==> src/rtl/serial_add_ctrl.sv <==
// Bit-serial adder controller: one full-adder slice built from two half adders
// is reused for WIDTH cycles to form {cout, sum} = op_a + op_b + cin.

module half_adder_dataflow (
   input  logic a,
   input  logic b,
   output logic s,
   output logic c
);
   assign s = a ^ b;
   assign c = a & b;
endmodule

module serial_add_ctrl #(
   parameter int WIDTH = 8,
   parameter int CNT_W = $clog2(WIDTH)
) (
   input  logic             clk,
   input  logic             rst_n,
   input  logic             start,
   input  logic [WIDTH-1:0] op_a,
   input  logic [WIDTH-1:0] op_b,
   input  logic             cin,
   output logic             busy,
   output logic             done,
   output logic [WIDTH-1:0] sum,
   output logic             cout
);

   typedef enum logic [1:0] {
      S_IDLE = 2'd0,
      S_RUN  = 2'd1,
      S_DONE = 2'd2
   } state_t;

   state_t             state_q, state_d;
   logic [WIDTH-1:0]   a_sr_q, a_sr_d;
   logic [WIDTH-1:0]   b_sr_q, b_sr_d;
   logic [WIDTH-1:0]   res_q, res_d;
   logic               carry_q, carry_d;
   logic [CNT_W-1:0]   cnt_q, cnt_d;
   logic [WIDTH-1:0]   sum_q, sum_d;
   logic               cout_q, cout_d;

   logic               ha0_s, ha0_c;
   logic               ha1_s, ha1_c;
   logic               slice_sum, slice_cout;
   logic               last_bit;

   // Shared full-adder slice working on the current LSBs and the running carry.
   half_adder_dataflow u_ha0 (
      .a (a_sr_q[0]),
      .b (b_sr_q[0]),
      .s (ha0_s),
      .c (ha0_c)
   );

   half_adder_dataflow u_ha1 (
      .a (ha0_s),
      .b (carry_q),
      .s (ha1_s),
      .c (ha1_c)
   );

   assign slice_sum  = ha1_s;
   assign slice_cout = ha0_c | ha1_c;
   assign last_bit   = (cnt_q == CNT_W'(WIDTH - 1));

   always_comb begin
      state_d = state_q;
      a_sr_d  = a_sr_q;
      b_sr_d  = b_sr_q;
      res_d   = res_q;
      carry_d = carry_q;
      cnt_d   = cnt_q;
      sum_d   = sum_q;
      cout_d  = cout_q;

      case (state_q)
         S_IDLE, S_DONE: begin
            // DONE accepts exactly like IDLE so a held start runs back-to-back.
            if (start) begin
               a_sr_d  = op_a;
               b_sr_d  = op_b;
               carry_d = cin;
               cnt_d   = '0;
               state_d = S_RUN;
            end else begin
               state_d = S_IDLE;
            end
         end
         S_RUN: begin
            res_d   = {slice_sum, res_q[WIDTH-1:1]};
            a_sr_d  = a_sr_q >> 1;
            b_sr_d  = b_sr_q >> 1;
            carry_d = slice_cout;
            cnt_d   = cnt_q + CNT_W'(1);
            if (last_bit) begin
               sum_d   = res_d;
               cout_d  = slice_cout;
               state_d = S_DONE;
            end
         end
         default: state_d = S_IDLE;
      endcase
   end

   always_ff @(posedge clk or negedge rst_n) begin
      if (!rst_n) begin
         state_q <= S_IDLE;
         a_sr_q  <= '0;
         b_sr_q  <= '0;
         res_q   <= '0;
         carry_q <= 1'b0;
         cnt_q   <= '0;
         sum_q   <= '0;
         cout_q  <= 1'b0;
      end else begin
         state_q <= state_d;
         a_sr_q  <= a_sr_d;
         b_sr_q  <= b_sr_d;
         res_q   <= res_d;
         carry_q <= carry_d;
         cnt_q   <= cnt_d;
         sum_q   <= sum_d;
         cout_q  <= cout_d;
      end
   end

   assign busy = (state_q == S_RUN);
   assign done = (state_q == S_DONE);
   assign sum  = sum_q;
   assign cout = cout_q;

endmodule
==> config.mk <==
export PLATFORM = sky130hd
export DESIGN_NAME = serial_add_ctrl
export DESIGN_NICKNAME = d
export VERILOG_FILES = /design/src/rtl/serial_add_ctrl.sv
export SDC_FILE = /design/constraint.sdc
export NUM_CORES = 1
export LEC_CHECK = 0
export CAP_MARGIN = 20
export CORE_ASPECT_RATIO = 1.4
export CORE_MARGIN = 2
export CORE_UTILIZATION = 34
export CTS_BUF_LIST = sky130_fd_sc_hd__clkbuf_4 sky130_fd_sc_hd__clkbuf_8 sky130_fd_sc_hd__clkbuf_16
export DETAILED_ROUTE_END_ITERATION = 12
export DONT_BUFFER_PORTS = 1
export HOLD_SLACK_MARGIN = 0.03
export PLACE_DENSITY = 0.6
export SLEW_MARGIN = 30
export SYNTH_ARGS = -nofsm -noshare
export SYNTH_HDL_FRONTEND = slang
export SYNTH_SLANG_ARGS = --single-unit
export TNS_END_PERCENT = 5
==> constraint.sdc <==
create_clock -name clk -period 1.6 [get_ports clk]
set_input_delay 0.32 -clock clk [delete_from_list [all_inputs] [get_ports clk]]
set_output_delay 0.32 -clock clk [all_outputs]
set_load 0.01 [all_outputs]
==> load_flow_metrics.sql <==
INSERT INTO impl_metrics (metric_group, metric, value, unit) VALUES
('synth', 'synth-seq-cells', '38', ''),
('grt', 'grt_pass1_vias', '1111', ''),
('timing', 'final_slew_violations', '0', ''),
('synth', 'syn_inst', '156', ''),
('clocking', 'cts.clk_slew.worst_paths', '0.07', 'ns'),
('finish', 'commonest_non_fill_non_tap_cells_in_the_layout', 'sky130_fd_sc_hd__dfrtp_1, sky130_fd_sc_hd__nand2_1, sky130_fd_sc_hd__nor2b_1', ''),
('die', 'floorplan.initialDensity', '34.8', '%'),
('drt', 'wl', '3210', 'µm'),
('setup_path', 'startpoint_type', 'flip-flop', ''),
('die', 'num_io_pins', '31', ''),
('synth', 'synth-warning-count', '0', ''),
('drt', 'routedWlPerCell', '14.4', 'µm'),
('timing', 'tns', '0', 'ns'),
('drt', 'drt_drc_violations_left', '0', ''),
('power_and_ir_drop', 'switchingPower', '1.39', 'mW'),
('setup_path', 'crit_path_max_incr_delay', '0.44', 'ns'),
('setup_path', 'timing.critical_path.required', '1.28', 'ns'),
('setup_path', 'crit_path_end_kind', 'primary output', ''),
('synth', 'synth_ff_type', 'sky130_fd_sc_hd__dfrtp_1', ''),
('timing', 'max_clock_freq', '660', 'MHz'),
('run_status', 'run_status', 'completed', ''),
('finish', 'layout.cells.most_common', 'sky130_fd_sc_hd__dfrtp_1', ''),
('setup_path', 'critical_path_arrival', '1.19', 'ns'),
('drt', 'met2_length', '1470', 'µm'),
('clocking', 'number_of_levels_in_the_clock_h_tree', '2', ''),
('timing', 'slew_headroom', '77.1', '%'),
('timing', 'fraction_of_the_cycle_the_final_worst_path_needs', '94.6', '%'),
('placed_design', 'numPlacedInstances', '213', ''),
('min_path', 'hp-class', 'in -> reg', ''),
('setup_path', 'timing.reg2reg.setup_slack', '0.13', 'ns'),
('timing', 'clk_skew', '0.00683', 'ns'),
('power_and_ir_drop', 'combPwrFrac', '33.2', '%'),
('finish', 'layout-drive-gt1-share', '16.6', '%'),
('drt', 'detailedRoute.firstIterationViolations', '48', ''),
('synth', 'seq_area_frac_synth', '53.4', '%'),
('clocking', 'cts.sink_count', '38', ''),
('clocking', 'clockRootBuffer', 'sky130_fd_sc_hd__clkbuf_8', ''),
('setup_path', 'path_cells', 'buf_4, nor2b_1', ''),
('grt', 'gr-usage-all-layers', '12.0', '%'),
('drt', 'vias_per_cell', '4.90', ''),
('drt', 'dr.pass1.iters', '4', ''),
('setup_path', 'worst_path_fanout_max', '23', ''),
('synth', 'synth_edf_count', '0', ''),
('power_and_ir_drop', 'power_leakage', '0.881', 'nW'),
('setup_path', 'criticalPathCategory', 'reg -> out', ''),
('grt', 'grt.overflow.total', '0', ''),
('finish', 'nets', '179', ''),
('finish', 'post_route_utilization', '38.9', '%'),
('clocking', 'cts.path.max_buffers', '2', ''),
('clocking', 'postCtsSetupBuffers', '0', ''),
('finish', 'post_layout_nonfiller_instances', '223', ''),
('setup_path', 'worst_path_max_delay_cell', 'sky130_fd_sc_hd__dfrtp_1', ''),
('grt', 'grt_pass1_wl', '5350', 'µm'),
('placed_design', 'portBuffers', '0', ''),
('power_and_ir_drop', 'power_report.internal_total', '2.78', 'mW'),
('drt', 'wl_met3', '255', 'µm'),
('timing', 'setup_violations', '0', ''),
('run', 'drv.max_cap_violation_count', '0', ''),
('synth', 'synth.top_cell.area_share', '53.4', '%'),
('grt', 'grt_start_max_net_pins', '39', ''),
('power_and_ir_drop', 'power.clock.fraction', '24.0', '%'),
('synth', 'synth-async-reset-ratio', '100', '%'),
('drt', 'via_count', '1092', ''),
('synth', 'synth_area_per_cell', '11.4', 'µm²'),
('timing', 'hold_violations', '0', ''),
('power_and_ir_drop', 'p_per_area', '2100', 'nW/µm²'),
('power_and_ir_drop', 'power_switching_share', '33.3', '%'),
('timing', 'worst_pin_slew', '0.344', 'ns'),
('clocking', 'worstSkewPairLatency', '0.28', 'ns'),
('synth', 'synth_top_cells_by_area', 'sky130_fd_sc_hd__dfrtp_1, sky130_fd_sc_hd__mux2_4, sky130_fd_sc_hd__mux2i_1, sky130_fd_sc_hd__nand2_1, sky130_fd_sc_hd__nor2b_1', ''),
('die', 'floorplan.die_area', '5840', 'µm²');
cell type report:
cell class | instances | area, µm²
clock buffers | 6 | 82.6
multi-input cells | 104 | 746
well taps | 66 | 82.6
flip-flops and latches | 38 | 951
clock inverters | 2 | 60.1
repair buffers | 5 | 52.6
inverters | 2 | 15.0
fillers | 503 | 3130
power groups by stage:
stage	logic [mW]	registers, mW	clock network, mW
after floorplan	1.25	1.70	0
after CTS	1.41	1.80	1.02
after global routing	1.59	1.85	1.07
after global placement	1.31	1.79	0
after detailed placement	1.38	1.81	0
final	1.39	1.79	1.00
final timing paths:
check | depth (start not counted) | end | start
min reg2reg | 2 | res_q[1]$_DFFE_PN0P_ | res_q[1]$_DFFE_PN0P_
max | 2 | done | state_q[0]$_DFFE_PN0P_
min in group asynchronous | 2 | sum[2]$_DFFE_PN0P_ | rst_n
max in group asynchronous | 2 | b_sr_q[5]$_DFFE_PN0P_ | rst_n
max reg2reg | 4 | cnt_q[2]$_DFFE_PN0P_ | cnt_q[0]$_DFFE_PN0P_
min | 1 | a_sr_q[7]$_DFFE_PN0P_ | op_a[7]
cell usage after synthesis (2+ instances only):
| cell type | instances |
|---|---|
| sky130_fd_sc_hd__a211oi_1 | 8 |
| sky130_fd_sc_hd__a21oi_1 | 8 |
| sky130_fd_sc_hd__a22o_1 | 4 |
| sky130_fd_sc_hd__buf_1 | 2 |
| sky130_fd_sc_hd__buf_2 | 7 |
| sky130_fd_sc_hd__buf_6 | 2 |
| sky130_fd_sc_hd__dfrtp_1 | 38 |
| sky130_fd_sc_hd__ha_1 | 2 |
| sky130_fd_sc_hd__mux2_2 | 2 |
| sky130_fd_sc_hd__mux2_4 | 9 |
| sky130_fd_sc_hd__mux2i_1 | 9 |
| sky130_fd_sc_hd__nand2_1 | 21 |
| sky130_fd_sc_hd__nor2_1 | 9 |
| sky130_fd_sc_hd__nor2b_1 | 10 |
| sky130_fd_sc_hd__nor3_1 | 7 |
| sky130_fd_sc_hd__o21ai_0 | 2 |
| sky130_fd_sc_hd__o22ai_1 | 7 |
stage by stage:
stage          setup WS [ns]  cell area, µm²  hold slack (ns)  total power, mW
2_1_floorplan          0.182            1780           0.0244             2.95
3_3_place_gp           0.170            1820           0.0253             3.11
3_5_place_dp           0.139            1820           0.0252             3.19
4_1_cts               0.0742            1990            0.179             4.23
5_1_grt              0.00357            1990            0.165             4.50
6_report              0.0858            1990            0.186             4.17
state kept, by name, indices dropped and copies added, names as in the netlist:
register / count
cout: 1
state_q: 2
sum: 8
cnt_q: 3
a_sr_q: 8
carry_q: 1
res_q: 7
b_sr_q: 8
cell families after synthesis:
| family | count (synthesis) | synth area share, % |
|---|---|---|
| buf+inv | 14 | 4.71 |
| flops | 38 | 53.4 |
| compound gates | 29 | 10.6 |
| xor+xnor | 1 | 0.492 |
| fa+ha+maj | 3 | 2.53 |
| mux | 20 | 13.9 |
| simple gates | 51 | 14.3 |
critical path: cells and delay by family, from the launching register on:
family	cells	cell delay (ns)
AND/OR/NAND/NOR	1	0.23
buffers and inverters	1	0.24
flip-flops	1	0.44
per-layer routing:
metal / vias up / global-route usage (%)
met5: - / 0
met4: 0 / 2.84
met1: 516 / 15.1
met2: 35 / 18.9
met3: 2 / 5.49
li1: 539 / -
what timing repair did:
action / CTS / global route
resized for setup: 0 / 0
hold buffers: 2 / 0
endpoints found under the hold margin: 38 / 0
No activity file was read; power rests on OpenSTA's default activity.
